## src/rtl/change_dispenser_pkg.sv

```systemverilog
// Shared soda-machine constants and the change dispenser state encoding.
package change_dispenser_pkg;

  localparam int unsigned NICKEL  = 5;
  localparam int unsigned DIME    = 10;
  localparam int unsigned QUARTER = 25;

  localparam int unsigned CNT_W   = 5;

  typedef enum logic [2:0] {
    ST_IDLE    = 3'd0,
    ST_CALC    = 3'd1,
    ST_SELECT  = 3'd2,
    ST_SEND    = 3'd3,
    ST_RELEASE = 3'd4,
    ST_DONE    = 3'd5
  } state_t;

endpackage

```

## src/rtl/change_dispenser_coin_select.sv

```systemverilog
// Greedy coin picker: largest coin not exceeding rem, plus a flag for a
// 1-4 cent residue that no coin can return.
module coin_select
  import change_dispenser_pkg::*;
#(
  parameter int W = 8
) (
  input  logic [W-1:0] rem,
  output logic [W-1:0] coin,
  output logic         residue
);

  localparam logic [W-1:0] Q_V = W'(QUARTER);
  localparam logic [W-1:0] D_V = W'(DIME);
  localparam logic [W-1:0] N_V = W'(NICKEL);

  // Pick the largest coin that fits; zero when nothing fits.
  always_comb begin
    coin    = '0;
    residue = 1'b0;
    if (rem >= Q_V)      coin = Q_V;
    else if (rem >= D_V) coin = D_V;
    else if (rem >= N_V) coin = N_V;
    else                 residue = (rem != '0);
  end

endmodule

```

## src/rtl/change_dispenser.sv

```systemverilog
// Change dispenser: on a rising edge of d, computes tot - s (clamped at 0)
// and returns it greedily as quarters, dimes and nickels, one coin per
// full ack handshake with the hopper.
module change_dispenser
  import change_dispenser_pkg::*;
#(
  parameter int W = 8
) (
  input  logic         clk,
  input  logic         rst,
  input  logic         d,
  input  logic [W-1:0] tot,
  input  logic [W-1:0] s,
  input  logic         ack,
  output logic         cv,
  output logic [W-1:0] a,
  output logic         busy,
  output logic         done,
  output logic         err,
  output logic [4:0]   cnt
);

  state_t       state, state_n;
  logic         d_q, armed, rise;
  logic [W-1:0] tot_q, s_q, rem;
  logic [W-1:0] tot_n, s_n, rem_n, a_n;
  logic         cv_n, busy_n, done_n, err_n;
  logic [4:0]   cnt_n;
  logic [W-1:0] coin;
  logic         residue;

  coin_select #(.W(W)) u_coin_select (
    .rem     (rem),
    .coin    (coin),
    .residue (residue)
  );

  // Edge detect on d; armed stays low after reset until d is seen low, so a
  // level already high at reset release cannot start a transaction.
  always_ff @(posedge clk or posedge rst) begin
    if (rst) begin
      d_q   <= 1'b0;
      armed <= 1'b0;
    end else begin
      d_q   <= d;
      if (!d) armed <= 1'b1;
    end
  end

  assign rise = d & ~d_q & armed;

  // State register.
  always_ff @(posedge clk or posedge rst) begin
    if (rst) state <= ST_IDLE;
    else     state <= state_n;
  end

  // Next-state logic; edges of d outside IDLE are simply dropped.
  always_comb begin
    state_n = state;
    unique case (state)
      ST_IDLE:    if (rise) state_n = ST_CALC;
      ST_CALC:    state_n = ST_SELECT;
      ST_SELECT:  state_n = (coin != '0) ? ST_SEND : ST_DONE;
      ST_SEND:    if (ack)  state_n = ST_RELEASE;
      ST_RELEASE: if (!ack) state_n = ST_SELECT;
      ST_DONE:    state_n = ST_IDLE;
      default:    state_n = ST_IDLE;
    endcase
  end

  // Next values for the registered datapath and outputs.
  always_comb begin
    tot_n  = tot_q;
    s_n    = s_q;
    rem_n  = rem;
    a_n    = a;
    cv_n   = cv;
    err_n  = err;
    cnt_n  = cnt;
    done_n = (state == ST_DONE);
    busy_n = (state_n != ST_IDLE);
    unique case (state)
      ST_IDLE: if (rise) begin
        tot_n = tot;
        s_n   = s;
        cnt_n = '0;
        err_n = 1'b0;
      end
      ST_CALC: rem_n = (tot_q >= s_q) ? (tot_q - s_q) : '0;
      ST_SELECT: begin
        if (coin != '0) begin
          cv_n = 1'b1;
          a_n  = coin;
        end else if (residue) begin
          err_n = 1'b1;
        end
      end
      ST_SEND: if (ack) begin
        rem_n = rem - a;
        cnt_n = (cnt == 5'd31) ? cnt : cnt + 5'd1;
        cv_n  = 1'b0;
        a_n   = '0;
      end
      default: ;
    endcase
  end

  // Datapath and output registers.
  always_ff @(posedge clk or posedge rst) begin
    if (rst) begin
      tot_q <= '0;
      s_q   <= '0;
      rem   <= '0;
      a     <= '0;
      cv    <= 1'b0;
      busy  <= 1'b0;
      done  <= 1'b0;
      err   <= 1'b0;
      cnt   <= '0;
    end else begin
      tot_q <= tot_n;
      s_q   <= s_n;
      rem   <= rem_n;
      a     <= a_n;
      cv    <= cv_n;
      busy  <= busy_n;
      done  <= done_n;
      err   <= err_n;
      cnt   <= cnt_n;
    end
  end

endmodule

```

## config.mk

```make
export PLATFORM = sky130hd
export DESIGN_NAME = change_dispenser
export DESIGN_NICKNAME = d
export VERILOG_FILES = /design/src/rtl/change_dispenser_pkg.sv /design/src/rtl/change_dispenser_coin_select.sv /design/src/rtl/change_dispenser.sv
export SDC_FILE = /design/constraint.sdc
export NUM_CORES = 1
export LEC_CHECK = 0
export CORE_ASPECT_RATIO = 1.2
export CORE_MARGIN = 4
export CORE_UTILIZATION = 45
export CTS_CLUSTER_SIZE = 10
export DETAILED_ROUTE_END_ITERATION = 6
export PLACE_DENSITY = 0.64
export SETUP_SLACK_MARGIN = 0.15
export SLEW_MARGIN = 20
export SYNTH_ARGS = -nofsm -noshare
export SYNTH_HDL_FRONTEND = slang
export SYNTH_SLANG_ARGS = --single-unit
```

## constraint.sdc

```tcl
create_clock -name clk -period 2.4 [get_ports clk]
set_input_delay 0.48 -clock clk [delete_from_list [all_inputs] [get_ports clk]]
set_output_delay 0.48 -clock clk [all_outputs]
set_load 0.01 [all_outputs]
```

==> impl_metrics.csv, run 1 <==
group,metric,value,unit
clock_network,cts_sinks,43,
power_and_ir_drop,swShare,42.7,%
finish,nets,324,
critical_path,path_common_cell,"inv_1",
grt,antenna_found_initial,0,
die,die_x,76.2,microns
die,start_util,46.8,%
critical_path,rrSetupSlack,0.33,ns
timing,finalHoldViolCount,0,
critical_path,cp_cell_sequence,"inv_1 -> ha_1 -> inv_1 -> fa_1 -> nand3_1 -> a311oi_2 -> o21ai_1 -> nor3_1 -> a221o_1",
place,io_buffers,33,
synthesis,synth-edff-count,0,
timing,finalCriticalPeriod,2.07,ns
die,coreArea,5370,sq um
die,rows,29,
critical_path,path_delay_family,"compound AO/OA/AOI/OAI gates",
place,routabilityCongestion,0.808,
grt,grt_max_degree,44,
clock_network,h-tree-depth,2,
clock_network,clk_pin_slew,0.08,ns
clock_network,numCtsBuffers,5,
power_and_ir_drop,p_seq_share,30.7,%
synthesis,synth_ff_type,"dfrtp_1",
timing,fin_crit_sh,86.3,%
synthesis,syn_inst,251,
hold_path,min_from,"armed",
hold_path,hold_path_class,"flop to flop",
critical_path,critPathArrivalTime,2.24,ns
timing,drv_slew,0,
die,die_h,89.9,microns
critical_path,worstPathMaxFanout,5,
critical_path,slowest_stage,"fa_1",
die,ios,37,
critical_path,endpoint_kind,"flop",
critical_path,r2r_cells,9,
finish,drive_gt1_share,12.5,%
synthesis,avgSynthCellArea,10.0,sq um
timing,finClkSkew,0.00938,ns
timing,worstMarginPinSlew,0.597,ns
job,maxCapViolations,0,
critical_path,worstSetupPathDepth,9,
power_and_ir_drop,power.density,1430,nW/um^2
grt,grt_pass1_vias,1879,
routing,wire_per_inst,14.4,microns
power_and_ir_drop,p_clk_share,11.8,%
synthesis,synth-async-reset-ratio,100,%
power_and_ir_drop,switching_power,1840,uW
critical_path,worstReg2RegStart,"tot_q[0]",
die,dieArea,6850,sq um
routing,vias_per_cell,5.59,
critical_path,cp-start-kind,"flop",
clock_network,cts_tree,"yes",
timing,rsz0062_at_grt,"no",
power_and_ir_drop,p_int,2460,uW
synthesis,yosys-top-cells-area,"dfrtp_1 43%, ha_1 7.5%, mux2_2 7.2%, o21ai_0 3.6%, inv_1 3.0%",
synthesis,synth_common_cells,"43 x dfrtp_1, 20 x inv_1, 18 x nand2_1, 18 x o21ai_0, 16 x mux2_2",
timing,max_slew_margin,59.9,%
critical_path,cp.buffers_inverters,2,
synthesis,ys_ff_latch,43,
grt,track_usage,15.3,%
finish,syn_to_final_growth,19.5,%
place,pre_cts_ws,0.296,ns
routing,dr_total_vias,1956,
synthesis,ys_seq_area_share,42.8,%
finish,final_util,55.9,%
power_and_ir_drop,irDropWorstVdd,0.000662,V
clock_network,cts_buffer_depth,2,
synthesis,synth_cell_types,51,
timing,fin_hold_ws,0.472,ns
routing,drt-total-wl,5040,microns
routing,drt_iter0_drc,84,
critical_path,cp_data_required_time,2.57,ns
synthesis,yosys.cell_count.top_type,"dfrtp_1",
power_and_ir_drop,p_leak,0.00132,uW
critical_path,critPathKind,"flop to flop",
clock_network,clk_latency,0.30,ns
run_status,status,"completed",
synthesis,synth_area_leader_cell,"dfrtp_1",
clock_network,cts_root_buf,"clkbuf_8",
clock_network,cts_hold_buf,0,
finish,fill_cells,487,
critical_path,max_stage_delay,0.39,ns
routing,drc,0,
routing,drt.antenna.violating_nets,0,
synthesis,yosysTopAreaCellShare,42.8,%
timing,worst_slack,0.328,ns
finish,antenna-diode-count,0,
finish,finalNonFillerCells,350,
synthesis,synth_area,2510,sq um
power_and_ir_drop,power_frac_comb,57.5,%
routing,drt-pass1-iter-count,4,
hold_path,worstHoldEndpoint,"armed",
critical_path,r2r_end,"rem[3]",
timing,finalSetupViolCount,0,
place,hpwl,3860,microns
synthesis,yosysWarnings,0,
timing,fin_tns_setup,0,ns
grt,grt.overflow.total,0,
place,numPlacedInstances,342,
hold_path,worstHoldPathCells,1,
timing,clock.fmax,483,MHz
grt,grt_pass1_wl,8650,microns
## cell families after synthesis
| group | Yosys count | share of synthesized area [%] |
|---|---|---|
| DFF | 43 | 42.8 |
| and+or+nand+nor | 67 | 13.7 |
| adders and majority gates | 17 | 9.06 |
| AOI/OAI and AO/OA | 69 | 18.6 |
| muxes | 17 | 7.57 |
| xor gates and xnor gates | 8 | 2.79 |
| buffers and inverters | 29 | 5.28 |
| other | 1 | 0.149 |
## power by group through the flow
stage | registers [uW] | logic (uW) | clock network, uW
2_1_floorplan | 1250 | 1910 | 0
3_3_place_gp | 1330 | 2440 | 0
3_5_place_dp | 1330 | 2460 | 0
4_1_cts | 1320 | 2470 | 526
5_1_grt | 1370 | 2770 | 566
6_report | 1320 | 2470 | 507
## repair_timing
item	4_1_cts	5_1_grt
endpoints found under the setup margin	0	1
buffers inserted	0	0
gates resized for setup	0	1
## layout by cell type (no fill, tap or decap), types with 2 or more instances in the layout
master / instances
nand4_1: 3
a221o_1: 2
and2_1: 4
a22oi_1: 3
fa_1: 2
nand2b_1: 5
nand3b_1: 2
conb_1: 3
a21oi_1: 14
nor4_1: 2
buf_4: 3
inv_1: 20
ha_1: 15
a211oi_1: 2
clkdlybuf4s50_1: 33
nor2b_1: 4
a22o_1: 2
or3_1: 4
a21o_1: 2
nand2_1: 18
xor2_1: 6
clkbuf_8: 7
dfrtp_1: 43
nor3_1: 9
o211ai_1: 3
o221ai_1: 3
nor2_1: 9
mux2_2: 16
o21ai_0: 18
nand2_2: 2
xnor2_1: 2
o21a_1: 5
## flip-flops by register name, indices dropped and copies added (netlist names)
name	cells
rem	8
s_q	8
tot_q	8
a	5
cnt	5
state	3
armed	1
busy	1
cv	1
d_q	1
done	1
err	1
## cell type report
| class | instances | area [sq um] | share of cell area [%] |
|---|---|---|---|
| multi-input cells | 181 | 1320 | 43.9 |
| flip-flops and latches | 43 | 1080 | 35.8 |
| repair buffers | 36 | 353 | 11.7 |
| clock buffers | 7 | 96.3 | 3.21 |
| well taps | 62 | 77.6 | 2.58 |
| inverters | 20 | 75.1 | 2.50 |
| clock inverters | 1 | 7.51 | 0.250 |
## worst max path at each step
stage	startpoint	to	slack, ns
after floorplan	a[0]	rem[4]	0.40
after global placement	ack	rem[2]	0.33
after detailed placement	ack	rem[2]	0.30
after CTS	a[0]	rem[4]	0.27
after global routing	tot_q[0]	rem[4]	0.16
final	tot_q[0]	rem[3]	0.33
## per-stage QoR
stage	power, uW	instance area, sq um
2_1_floorplan	3160	2520
3_3_place_gp	3760	2890
3_5_place_dp	3790	2890
4_1_cts	4320	3000
5_1_grt	4710	3000
6_report	4300	3000
## layer usage
| metal | vias up | part of all wire [%] | track usage, % |
|---|---|---|---|
| li1 | 969 | - | - |
| met1 | 934 | 46 | 20.1 |
| met2 | 45 | 48 | 25.2 |
| met3 | 8 | 3.8 | 2.90 |
| met4 | 0 | 1.7 | 5.44 |
| met5 | - | 0 | 0 |
## worst reg2reg max path, cell delays in order (launching register included)
cell and delay [ns]:
dfrtp_1 0.38, inv_1 0.06, ha_1 0.16, inv_1 0.05
fa_1 0.39, nand3_1 0.14, a311oi_2 0.12, o21ai_1 0.27
nor3_1 0.10, a221o_1 0.29
Power figures use the tool's default switching activity.
==> run 2, diff against run 1 <==
Settings changed: CELL_PAD_IN_SITES_DETAIL_PLACEMENT set to 0, CELL_PAD_IN_SITES_GLOBAL_PLACEMENT set to 1, CORE_UTILIZATION 45 to 42, CTS_BUF_LIST set to sky130_fd_sc_hd__clkbuf_8 sky130_fd_sc_hd__clkbuf_16, PLACE_DENSITY 0.64 to 0.76, SLEW_MARGIN 20 to 15.
==> impl_metrics.csv, run 2 (same netlist as run 1, synthesis figures left out) <==
group,metric,value,unit
run_status,status,"completed",
critical_path,max_stage_delay,0.40,ns
timing,worstMarginPinSlew,0.600,ns
timing,fin_crit_sh,89.1,%
die,die_h,92.7,microns
routing,drt-pass1-iter-count,4,
routing,dr_total_vias,1941,
timing,clock.fmax,467,MHz
timing,finalHoldViolCount,0,
die,rows,30,
critical_path,slowest_stage,"fa_1",
timing,finalCriticalPeriod,2.14,ns
place,numPlacedInstances,361,
routing,drc,0,
grt,grt_pass1_vias,2006,
finish,antenna-diode-count,0,
clock_network,clk_pin_slew,0.08,ns
routing,vias_per_cell,5.26,
routing,wire_per_inst,14.0,microns
critical_path,crit_start,"rem[0]",
timing,finClkSkew,0.00586,ns
clock_network,h-tree-depth,2,
timing,finalSetupViolCount,0,
finish,finalNonFillerCells,369,
finish,top_regs,"rem x8, s_q x8, tot_q x8",
finish,layout_commonest_cell,"dfrtp_1",
critical_path,critPathArrivalTime,2.31,ns
timing,fin_tns_setup,0,ns
die,dieArea,7290,sq um
timing,worst_slack,0.261,ns
clock_network,numCtsBuffers,5,
place,routabilityCongestion,0.812,
routing,drt.antenna.violating_nets,0,
place,hpwl,4010,microns
clock_network,cts_root_buf,"clkbuf_8",
die,coreArea,5740,sq um
timing,rsz0062_at_grt,"no",
timing,max_slew_margin,59.7,%
critical_path,cp_data_required_time,2.57,ns
place,pre_cts_ws,0.295,ns
critical_path,cp-start-kind,"flop",
power_and_ir_drop,p_leak,0.00132,uW
clock_network,post_cts_buffers,0,
die,die_x,78.6,microns
clock_network,clk_latency,0.29,ns
power_and_ir_drop,irDropWorstVdd,0.000598,V
finish,syn_to_final_growth,19.9,%
hold_path,hold_path_class,"flop to flop",
grt,track_usage,15.6,%
finish,nets,325,
finish,drive_gt1_share,12.5,%
grt,antenna_found_initial,0,
clock_network,cts_sinks,43,
routing,drt_iter0_drc,81,
clock_network,cts_tree,"yes",
critical_path,worstPathMaxFanout,3,
critical_path,endpoint_kind,"flop",
grt,grt_max_degree,44,
finish,final_cell_mix,"43 x dfrtp_1, 33 x clkdlybuf4s50_1, 21 x inv_1",
critical_path,critPathKind,"flop to flop",
power_and_ir_drop,power.density,1410,nW/um^2
routing,drt-total-wl,5150,microns
die,start_util,43.8,%
hold_path,min_from,"armed",
finish,fill_cells,538,
job,maxCapViolations,0,
critical_path,cp_cell_sequence,"inv_1 -> ha_1 -> fa_1 -> nand2b_1 -> a211oi_1 -> nor2_1 -> a221o_1",
grt,grt.overflow.total,0,
place,io_buffers,33,
clock_network,cts_buffer_depth,2,
grt,grt_pass1_wl,9100,microns
timing,drv_slew,0,
power_and_ir_drop,p_total,4250,uW
timing,fin_hold_ws,0.483,ns
die,ios,37,
critical_path,worstReg2RegStart,"rem[0]",
run 2: path summary, 6_finish.rpt:
kind,to,slack (ns),cells past startpoint
min in group asynchronous,s_q[1],0.63,3
worst min-delay path,armed,0.48,1
max in group asynchronous,tot_q[6],1.41,3
worst min register to register,armed,0.48,1
worst max-delay path,rem[4],0.26,7
worst max register to register,rem[4],0.26,7
run 2: through the flow:
stage	area, sq um	util [%]
floorplan	2520	-
global placement	2920	50.9
detailed placement	2920	50.9
CTS	3010	52.4
global route	3010	52.5
finish	3010	52.5
run 2: report_power, final:
| group | switching, uW | internal (uW) |
|---|---|---|
| Combinational | 1320 | 1170 |
| Sequential | 278 | 1030 |
| Clock | 246 | 199 |
run 2: layer usage:
layer | vias to the layer above | global-route usage (%) | wire length, microns | part of all wire (%)
met2 | 41 | 25.8 | 2470 | 48
met3 | 8 | 2.92 | 190 | 3.7
li1 | 973 | - | - | -
met4 | 0 | 6.56 | 109 | 2.1
met1 | 919 | 19.7 | 2380 | 46
met5 | - | 0 | 0 | 0
run 2: layout make-up:
cell class	instances	area, sq um	area share (%)
clock buffers	5	68.8	2.28
clock inverters	3	16.3	0.540
inverters	20	75.1	2.49
multi-input cells	181	1320	43.7
flip-flops and latches	43	1080	35.7
well taps	80	100	3.32
repair buffers	37	360	12.0
run 2: repair_timing:
item | 4_1_cts | 5_1_grt
endpoints found under the setup margin | 0 | 2
hold buffers | 0 | 0
gates resized for setup | 0 | 1
hold endpoints to repair | 0 | 0
run 2: worst max-delay path: cells and delay by family, from the launching register on:
kind	cells	cell delay [ns]
AOI/OAI and AO/OA	2	0.70
and+or+nand+nor	2	0.28
DFF	1	0.37
adders and majority gates	2	0.61
buffers and inverters	1	0.07
==> run 3, diff against run 2 <==
Settings changed: CORE_UTILIZATION 42 to 44, CTS_BUF_LIST sky130_fd_sc_hd__clkbuf_8 sky130_fd_sc_hd__clkbuf_16 to sky130_fd_sc_hd__clkbuf_4 sky130_fd_sc_hd__clkbuf_8, PLACE_DENSITY 0.76 to 0.79.
==> impl_metrics.csv, run 3 (same netlist as run 1, synthesis figures left out) <==
group,metric,value,unit
power_and_ir_drop,power.density,1410,nW/um^2
clock_network,cts_hold_buf,0,
finish,drive_gt1_share,12.5,%
clock_network,numCtsBuffers,5,
job,maxCapViolations,0,
critical_path,endpoint_kind,"flop",
timing,finalCriticalPeriod,2.13,ns
routing,drt.antenna.violating_nets,0,
critical_path,rrSetupSlack,0.27,ns
timing,finClkSkew,0.00682,ns
die,coreArea,5410,sq um
clock_network,cts_buffer_depth,2,
routing,drt-pass1-iter-count,4,
timing,max_slew_margin,63.1,%
grt,track_usage,15.2,%
critical_path,cp-start-kind,"flop",
finish,top_regs,"rem x8, s_q x8, tot_q x8",
routing,vias_per_cell,5.46,
critical_path,r2r_end,"rem[4]",
place,routabilityCongestion,0.777,
routing,drt_iter0_drc,90,
place,io_buffers,33,
timing,worstMarginPinSlew,0.549,ns
power_and_ir_drop,p_int,2420,uW
critical_path,crit_start,"a[0]",
critical_path,cp_data_required_time,2.57,ns
power_and_ir_drop,irDropWorstVdd,0.000629,V
die,die_x,77.0,microns
grt,grt_pass1_wl,8640,microns
finish,syn_to_final_growth,19.5,%
critical_path,worstReg2RegStart,"a[0]",
power_and_ir_drop,p_leak,0.00133,uW
timing,finalHoldViolCount,0,
finish,nets,325,
die,ios,37,
finish,layout_commonest_cell,"dfrtp_1",
clock_network,clk_pin_slew,0.08,ns
power_and_ir_drop,switching_power,1820,uW
power_and_ir_drop,swShare,42.9,%
die,dieArea,6990,sq um
critical_path,critPathArrivalTime,2.30,ns
critical_path,critPathKind,"flop to flop",
die,die_h,90.8,microns
timing,rsz0062_at_grt,"no",
timing,finalSetupViolCount,0,
critical_path,endpoint,"rem[4]",
grt,antenna_found_initial,0,
clock_network,post_cts_buffers,0,
hold_path,hold_path_class,"flop to flop",
timing,fin_crit_sh,88.6,%
power_and_ir_drop,p_seq_share,31.1,%
run_status,status,"completed",
critical_path,r2r_cells,6,
clock_network,h-tree-depth,2,
clock_network,cts_sinks,43,
routing,drt-total-wl,5100,microns
critical_path,worstSetupPathDepth,6,
routing,dr_total_vias,1916,
timing,clock.fmax,470,MHz
finish,finalInstanceArea,3000,sq um
place,place_area,2910,sq um
grt,grt.overflow.total,0,
clock_network,cts_root_buf,"clkbuf_8",
power_and_ir_drop,p_clk_share,10.7,%
power_and_ir_drop,power_frac_comb,58.2,%
die,start_util,46.5,%
critical_path,slowest_stage,"dfrtp_1",
critical_path,cp_cell_sequence,"ha_1 -> fa_1 -> nand2b_1 -> a211oi_1 -> nor2_1 -> a221o_1",
routing,drc,0,
critical_path,cp.buffers_inverters,0,
timing,fin_tns_setup,0,ns
timing,drv_slew,0,
grt,grt_max_degree,30,
hold_path,min_from,"armed",
critical_path,max_stage_delay,0.40,ns
grt,grt_pass1_vias,1870,
finish,antenna-diode-count,0,
critical_path,worstPathMaxFanout,3,
finish,final_cell_mix,"43 x dfrtp_1, 33 x clkdlybuf4s50_1, 20 x inv_1",
critical_path,path_delay_family,"compound AO/OA/AOI/OAI gates",
clock_network,cts_resized,0,
die,rows,29,
routing,wire_per_inst,14.5,microns
clock_network,clk_latency,0.29,ns
place,hpwl,4030,microns
clock_network,cts_tree,"yes",
[run 3: per-stage QoR]
step,util (%),hold WS (ns),power (uW),worst slack (ns),std cells
after CTS,55.5,0.476,4290,0.298,351
after global routing,55.5,0.522,4650,0.157,351
after global placement,53.9,0.456,3790,0.342,343
after floorplan,-,0.435,3160,0.405,253
after detailed placement,53.9,0.455,3810,0.290,343
final,55.5,0.471,4230,0.273,351
[run 3: worst min-delay path by stage]
stage	endpoint	slack, ns	cells after the start
2_1_floorplan	armed	0.44	1
3_5_place_dp	armed	0.46	1
3_3_place_gp	armed	0.46	1
5_1_grt	err	0.52	1
4_1_cts	armed	0.48	1
6_report	armed	0.47	1
[run 3: area by class of cell]
class                           count  area, sq um
Clock buffer                        6         76.3
Inverter                           20         75.1
Tap cell                           62         77.6
Clock inverter                      2         12.5
Fill cell                         501         2400
Timing Repair Buffer               37          373
Multi-Input combinational cell    181         1310
Sequential cell                    43         1080
[run 3: routing by layer]
layer | track usage (%) | wire (microns) | part of all wire (%) | up-vias
met3 | 3.19 | 185 | 3.6 | 8
met1 | 19.3 | 2300 | 45 | 908
met5 | 0 | 0 | 0 | -
li1 | - | - | - | 968
met2 | 26.0 | 2540 | 50 | 32
met4 | 4.45 | 67 | 1.3 | 0
[run 3: power by group through the flow]
stage / Clock (uW) / Sequential (uW) / Combinational (uW)
final: 455 / 1320 / 2460
after global routing: 518 / 1360 / 2770
after CTS: 483 / 1320 / 2500
after detailed placement: 0 / 1330 / 2480
after global placement: 0 / 1320 / 2470
after floorplan: 0 / 1250 / 1910
[run 3: worst reg2reg max path: cells and delay by family, from the launching register on]
family          cells  cell delay [ns]
compound gates      2             0.69
fa+ha+maj           2             0.63
flops               1             0.40
simple gates        2             0.29
